## src/rtl/uart_cmd_rcv_if.sv

```systemverilog
// Command-side bundle of the UART command receiver: assembled command,
// ready/acknowledge handshake and framing-error strobe.
interface uart_cmd_rcv_if;
  logic [15:0] cmd;
  logic        cmd_rdy;
  logic        frm_err;
  logic        clr_cmd_rdy;

  modport master (output cmd, output cmd_rdy, output frm_err, input clr_cmd_rdy);
  modport slave  (input cmd, input cmd_rdy, input frm_err, output clr_cmd_rdy);
endinterface

```

## src/rtl/uart_cmd_rcv.sv

```systemverilog
// 8N1 UART byte receiver plus two-byte command assembler (high byte first)
// with inter-byte timeout and a level cmd_rdy cleared by the consumer.
module uart_cmd_rcv #(
  parameter int unsigned BAUD_DIV = 434,
  parameter int unsigned TIMEOUT  = 2_500_000
) (
  input  logic            clk,
  input  logic            rst_n,
  input  logic            RX,
  uart_cmd_rcv_if.master  bus
);

  localparam int unsigned BW = $clog2(BAUD_DIV + 1);
  localparam int unsigned TW = $clog2(TIMEOUT + 1);

  typedef enum logic {IDLE, RECV}       rx_state_t;
  typedef enum logic {WAIT_HI, WAIT_LO} asm_state_t;

  rx_state_t  rx_state, rx_nxt;
  asm_state_t asm_state, asm_nxt;

  logic          rx_ff1, rx_ff2, rx_prev;
  logic          rx_fall;
  logic [BW-1:0] baud_cnt;
  logic [3:0]    bit_cnt;
  logic [9:0]    shreg;
  logic          sample, last;
  logic          frame_end;
  logic          byte_done, frm_err;
  logic [7:0]    rx_byte;

  logic [7:0]    hold_byte;
  logic [TW-1:0] tmo_cnt;
  logic          tmo_hit;
  logic          load_hi, load_cmd;
  logic [15:0]   cmd_r;
  logic          cmd_rdy_r;

  always_ff @(posedge clk or negedge rst_n) begin
    if (!rst_n) begin
      rx_ff1  <= 1'b1;
      rx_ff2  <= 1'b1;
      rx_prev <= 1'b1;
    end else begin
      rx_ff1  <= RX;
      rx_ff2  <= rx_ff1;
      rx_prev <= rx_ff2;
    end
  end

  assign rx_fall = rx_prev & ~rx_ff2;

  always_comb begin
    rx_nxt = rx_state;
    sample = 1'b0;
    last   = 1'b0;
    case (rx_state)
      IDLE: if (rx_fall) rx_nxt = RECV;
      RECV: begin
        if (baud_cnt == '0) begin
          sample = 1'b1;
          if (bit_cnt == 4'd0 && rx_ff2) begin
            rx_nxt = IDLE;
          end else if (bit_cnt == 4'd9) begin
            last   = 1'b1;
            rx_nxt = IDLE;
          end
        end
      end
      default: rx_nxt = IDLE;
    endcase
  end

  always_ff @(posedge clk or negedge rst_n) begin
    if (!rst_n) begin
      rx_state  <= IDLE;
      baud_cnt  <= '0;
      bit_cnt   <= '0;
      shreg     <= '0;
      frame_end <= 1'b0;
    end else begin
      rx_state  <= rx_nxt;
      frame_end <= last;
      if (rx_state == IDLE) begin
        bit_cnt <= '0;
        if (rx_fall) baud_cnt <= BW'(BAUD_DIV / 2);
      end else if (sample) begin
        baud_cnt <= BW'(BAUD_DIV);
        bit_cnt  <= bit_cnt + 4'd1;
        shreg    <= {rx_ff2, shreg[9:1]};
      end else begin
        baud_cnt <= baud_cnt - 1'b1;
      end
    end
  end

  // Frame status decoded one clock after the stop sample, once the stop bit
  // has shifted into shreg[9]; a high start bit never reaches here (aborted).
  assign byte_done = frame_end & ~shreg[0] & shreg[9];
  assign frm_err   = frame_end & ~shreg[9];
  assign rx_byte   = shreg[8:1];
  assign tmo_hit   = (tmo_cnt == TW'(TIMEOUT));

  always_comb begin
    asm_nxt  = asm_state;
    load_hi  = 1'b0;
    load_cmd = 1'b0;
    if (frm_err) begin
      asm_nxt = WAIT_HI;
    end else begin
      case (asm_state)
        WAIT_HI: if (byte_done) begin
          load_hi = 1'b1;
          asm_nxt = WAIT_LO;
        end
        WAIT_LO: if (byte_done) begin
          load_cmd = 1'b1;
          asm_nxt  = WAIT_HI;
        end else if (tmo_hit) begin
          asm_nxt = WAIT_HI;
        end
        default: asm_nxt = WAIT_HI;
      endcase
    end
  end

  always_ff @(posedge clk or negedge rst_n) begin
    if (!rst_n) begin
      asm_state <= WAIT_HI;
      hold_byte <= '0;
      tmo_cnt   <= '0;
      cmd_r     <= '0;
      cmd_rdy_r <= 1'b0;
    end else begin
      asm_state <= asm_nxt;
      if (load_hi) begin
        hold_byte <= rx_byte;
        tmo_cnt   <= '0;
      end else if (asm_state == WAIT_LO && rx_state == IDLE && !tmo_hit) begin
        tmo_cnt <= tmo_cnt + 1'b1;
      end
      // Set has priority over both clear sources.
      if (load_cmd) begin
        cmd_r     <= {hold_byte, rx_byte};
        cmd_rdy_r <= 1'b1;
      end else if (bus.clr_cmd_rdy || load_hi) begin
        cmd_rdy_r <= 1'b0;
      end
    end
  end

  assign bus.cmd     = cmd_r;
  assign bus.cmd_rdy = cmd_rdy_r;
  assign bus.frm_err = frm_err;

endmodule

```

## src/flat_wrapper.sv

```systemverilog
// flat-port wrapper written by rule: the top's interface ports become plain ports
module uart_cmd_rcv_flat 
#(
  parameter int unsigned BAUD_DIV = 434,
  parameter int unsigned TIMEOUT  = 2_500_000
)
  (clk, rst_n, RX, bus_cmd, bus_cmd_rdy, bus_frm_err, bus_clr_cmd_rdy);
  uart_cmd_rcv_if bus_i ();
  input  logic clk;
  input  logic rst_n;
  input  logic RX;
  output wire logic [$bits(bus_i.cmd)-1:0] bus_cmd;
  output wire logic [$bits(bus_i.cmd_rdy)-1:0] bus_cmd_rdy;
  output wire logic [$bits(bus_i.frm_err)-1:0] bus_frm_err;
  input wire logic [$bits(bus_i.clr_cmd_rdy)-1:0] bus_clr_cmd_rdy;
  assign bus_cmd = bus_i.cmd;
  assign bus_cmd_rdy = bus_i.cmd_rdy;
  assign bus_frm_err = bus_i.frm_err;
  assign bus_i.clr_cmd_rdy = bus_clr_cmd_rdy;
  uart_cmd_rcv #(.BAUD_DIV(BAUD_DIV), .TIMEOUT(TIMEOUT)) u_core (.clk(clk), .rst_n(rst_n), .RX(RX), .bus(bus_i));
endmodule
```

## config.mk

```make
export PLATFORM = sky130hd
export DESIGN_NAME = uart_cmd_rcv_flat
export DESIGN_NICKNAME = d
export VERILOG_FILES = /design/src/rtl/uart_cmd_rcv_if.sv /design/src/rtl/uart_cmd_rcv.sv /design/src/flat_wrapper.sv
export SDC_FILE = /design/constraint.sdc
export NUM_CORES = 1
export LEC_CHECK = 0
export ABC_AREA = 1
export CORE_MARGIN = 3
export CORE_UTILIZATION = 55
export CTS_BUF_LIST = sky130_fd_sc_hd__clkbuf_8
export DETAILED_ROUTE_END_ITERATION = 16
export DONT_BUFFER_PORTS = 1
export GPL_TIMING_DRIVEN = 0
export PLACE_DENSITY = 0.66
export SETUP_SLACK_MARGIN = 0.02
export SLEW_MARGIN = 10
export SYNTH_ARGS = -nofsm -noshare
export SYNTH_HDL_FRONTEND = slang
export SYNTH_SLANG_ARGS = --single-unit
```

## constraint.sdc

```tcl
create_clock -name clk -period 2.2 [get_ports clk]
set_input_delay 0.33 -clock clk [delete_from_list [all_inputs] [get_ports clk]]
set_output_delay 0.33 -clock clk [all_outputs]
set_load 0.1 [all_outputs]
```

==> flow_summary.toml <==
[run_status]
outcome = "completed"

[critical_path]
timing.critical_path.max_delay_family = "simple AND/OR/NAND/NOR gates"
regToRegSetupSlack_ns = 0.37
nature_of_the_critical_path_startpoint = "flop"
critPathArrivalTime_ns = 1.63
critical_path_class = "flop to output pin"
critical_path.max_fanout = 4
critical_path.max_stage_delay_ns = 0.87
critPathSlowestCell = "sky130_fd_sc_hd__nor2_2"
worstPathCellList = "nor2_2"
register_to_register_path_depth = 8
reg2reg_from = "u_core.baud_cnt[0]"
required_ns = 1.87
regToRegEndpoint = "u_core.baud_cnt[0]"
critPathCaptureType = "output pin"
total_buffers_and_inverters_traversed_by_the_critical_path = 0

[timing]
max_slew_margin_pct = 25.56
final_period_util_pct = 89.28
timing_max_transition_violations_final = 0
period_needed_ns = 1.964
fin_skew_ns = 0.01134
timing.setup.tns_ns = 0
fmax_mhz = 509.1
setup_repair_after_global_routing_missed_its_margin = "false"
timing.final.setup_violations = 0
tightestPinTransition_ns = 1.115
hold_viol_final = 0

[final_layout]
area_taken_by_multi_input_logic_gates_um2 = 1603
syn2layout_area_growth_pct = 9.492
area_occupied_by_registers_um2 = 1906
design.final.nets = 497
num-fill-cells = 561
final_layout_size_suffix_gt1_share_pct = 8.943
insertedDiodeCount = 0
final_area_um2 = 4128

[die]
height_of_the_die_um = 88.79
die_width_um = 88.79
coreArea_um2 = 6495
design.portCount = 22
die-area_um2 = 7884
placement_rows = 29
floorplan.initialDensity_pct = 58.04

[clock_network]
cts.sink_count = 76
cts.htree.levels = 3
clk_transition_reported_paths_ns = 0.08
cts-buffers-inserted = 9
cts_max_path_buffers = 2
cts_root_buffer = "sky130_fd_sc_hd__clkbuf_8"
clk-insertion-delay-late_ns = 0.35
cts_tree = "built"

[grt]
pin_count_of_the_biggest_net_entering_global_routing = 77
global_route.usage.met2_pct = 37.79
global_route.overflow_total = 0
global_route.usage.met3_pct = 4.190
grt_use_met1_pct = 29.75
grt_use_total_pct = 23.15
grt_pass1_wl_mm = 13.96
grt_antenna_before_repair = 0
gr-max-usage-layer = "met2"
first_global_vias = 3014

[routing]
final_antenna_net_count = 0
detail_route.iter0.violations = 140
via_count = 3010
residual_drc = 0
wl_per_cell_um = 13.95
drt_pass1_iterations = 4
detail_route.wirelength_mm = 7.940
detail_route.vias_per_cell = 5.290

[synthesis]
synth.top_cell.area_share_pct = 48.46
synthesis.nets = 482
synth.lib_cells_used.distinct = 39
synthesis.yosys.warnings = 0
most_used_flip_flop_cell_after_synthesis = "sky130_fd_sc_hd__dfrtp_1"
seq_area_frac_synth_pct = 50.55
edff_count_synth = 0
synth_seq_cells = 76
synth.avg_cell_area_um2 = 7.987
netlist_top_cells_area = "sky130_fd_sc_hd__dfrtp_1 (48%), sky130_fd_sc_hd__nand2_1 (15%), sky130_fd_sc_hd__inv_1 (4.7%), sky130_fd_sc_hd__nor2_1 (4.7%), sky130_fd_sc_hd__nand3_1 (3.6%)"
post_synth_inst_count = 472
proportion_of_register_bits_with_asynchronous_set_or_reset_after_synthesis_pct = 100.0
synth_area_leader_cell = "sky130_fd_sc_hd__dfrtp_1"
synth.cell_area_um2 = 3770

[pwr]
ir_drop_v = 0.0005190
power.total_mw = 3.080
power.internal_mw = 2.226
comb_power_share_pct = 12.6
power.share.clock_pct = 36.0
power.leakage_nw = 1.958
switching_power_of_the_nets_mw = 0.8539
power_switching_share_pct = 27.72
power.density_nw_per_um2 = 746.2
seq_power_share_pct = 51.4

[placed_design]
hpwl_detailed_mm = 5.630
gpl.final_weighted_congestion = 0.9173
io_buffer_count = 0
postPlaceCellArea_um2 = 3872

[worst_hold_path]
min_from = "bus_clr_cmd_rdy"
min_to = "u_core.bus.cmd_rdy"
timing.hold.worst.class = "primary input to flop"
hold_depth = 1

[flow_run]
max_cap_viol_count = 0
[synth_stat cells (3+ instances only)]
library cell,instances
sky130_fd_sc_hd__o21ai_0,21
sky130_fd_sc_hd__nand2_1,151
sky130_fd_sc_hd__nor3_1,7
sky130_fd_sc_hd__ha_1,6
sky130_fd_sc_hd__dfstp_2,3
sky130_fd_sc_hd__dfrtp_1,73
sky130_fd_sc_hd__xnor2_1,5
sky130_fd_sc_hd__inv_1,47
sky130_fd_sc_hd__nor2_1,47
sky130_fd_sc_hd__xor2_1,9
sky130_fd_sc_hd__nand4_1,15
sky130_fd_sc_hd__inv_2,6
sky130_fd_sc_hd__a21oi_1,4
sky130_fd_sc_hd__o21bai_1,3
sky130_fd_sc_hd__buf_2,3
sky130_fd_sc_hd__clkbuf_1,4
sky130_fd_sc_hd__o21ai_1,16
sky130_fd_sc_hd__nand3_1,27
[metal layers]
| layer | up-vias | wire, µm |
|---|---|---|
| met5 | - | 0 |
| met4 | 0 | 213 |
| met3 | 20 | 288 |
| met2 | 54 | 3874 |
| met1 | 1406 | 3564 |
| li1 | 1530 | - |
[layout make-up]
cell class              count  share of cell area (%)
clock buffers              10                   3.334
well taps                  77                   2.334
clock inverters             6                   1.697
inverters                  55                   5.123
multi-input cells         331                   38.83
plain buffers              10                   1.273
flip-flops and latches     76                   46.17
repair buffers              4                   1.243
[placed cells by master (no fill, tap or decap), types with 2 or more instances in the layout]
master and n:
sky130_fd_sc_hd__nand2_1 151, sky130_fd_sc_hd__dfrtp_1 73, sky130_fd_sc_hd__inv_1 47, sky130_fd_sc_hd__nor2_1 46, sky130_fd_sc_hd__nand3_1 27, sky130_fd_sc_hd__o21ai_0 21
sky130_fd_sc_hd__o21ai_1 16, sky130_fd_sc_hd__nand4_1 15, sky130_fd_sc_hd__clkbuf_8 10, sky130_fd_sc_hd__xor2_1 9, sky130_fd_sc_hd__nor3_1 7, sky130_fd_sc_hd__inv_2 6
sky130_fd_sc_hd__ha_1 6, sky130_fd_sc_hd__xnor2_1 5, sky130_fd_sc_hd__clkbuf_1 4, sky130_fd_sc_hd__a21oi_1 4, sky130_fd_sc_hd__buf_2 3, sky130_fd_sc_hd__clkinv_4 3
sky130_fd_sc_hd__o21bai_1 3, sky130_fd_sc_hd__dfstp_2 3, sky130_fd_sc_hd__nor2_2 2, sky130_fd_sc_hd__nor2_4 2, sky130_fd_sc_hd__nand3_2 2, sky130_fd_sc_hd__nand2_2 2
sky130_fd_sc_hd__buf_1 2, sky130_fd_sc_hd__o22ai_1 2, sky130_fd_sc_hd__inv_6 2, sky130_fd_sc_hd__dlygate4sd3_1 2
[worst max path at each step]
stage / from / endpoint / slack, ns / depth (start not counted)
2_1_floorplan: u_core.shreg[9] / u_core.asm_state / 0.17 / 2
3_3_place_gp: u_core.shreg[9] / u_core.asm_state / 0.09 / 2
3_5_place_dp: u_core.baud_cnt[0] / u_core.baud_cnt[0] / 0.39 / 8
4_1_cts: u_core.shreg[9] / bus_frm_err / 0.22 / 1
5_1_grt: u_core.shreg[9] / bus_frm_err / 0.15 / 1
6_report: u_core.shreg[9] / bus_frm_err / 0.24 / 1
[kinds of logic after synthesis]
family                   share of synthesized area [%]
AND/OR/NAND/NOR                                  29.61
flip-flops                                       50.55
buffers and inverters                            7.003
AO/OA/AOI/OAI                                    7.601
XOR/XNOR                                         3.253
adder cells (fa/ha/maj)                          1.991
[power groups by stage]
stage / sequential, mW / clock, mW / combinational [mW]
finish: 1.58 / 1.11 / 0.387
global route: 1.60 / 1.19 / 0.462
CTS: 1.59 / 1.13 / 0.391
detailed placement: 1.61 / 0 / 0.355
global placement: 1.61 / 0 / 0.344
floorplan: 1.59 / 0 / 0.300
[timing repair]
action,CTS,global route
endpoints found under the hold margin,77,0
hold buffers,3,0
buffers inserted,0,0
endpoints found under the setup margin,0,0
resized for setup,0,0
[state kept, by name, indices dropped and copies added, names as in the netlist, 4 cells and up]
name	count
u_core.hold_byte	8
u_core.tmo_cnt	22
u_core.bit_cnt	4
u_core.bus.cmd	16
u_core.shreg	10
u_core.baud_cnt	9
[through the flow]
| step | hold slack (ns) | cells | utilization [%] | setup WS [ns] |
|---|---|---|---|---|
| floorplan | 0.03441 | 472 | - | 0.1724 |
| global placement | 0.03599 | 549 | 59.53 | 0.08815 |
| detailed placement | 0.03621 | 550 | 59.62 | 0.3854 |
| CTS | 0.05535 | 569 | 63.55 | 0.2220 |
| global route | 0.05033 | 569 | 63.55 | 0.1528 |
| finish | 0.06426 | 569 | 63.55 | 0.2358 |
Note: power is estimated with default switching activity, not from simulation.
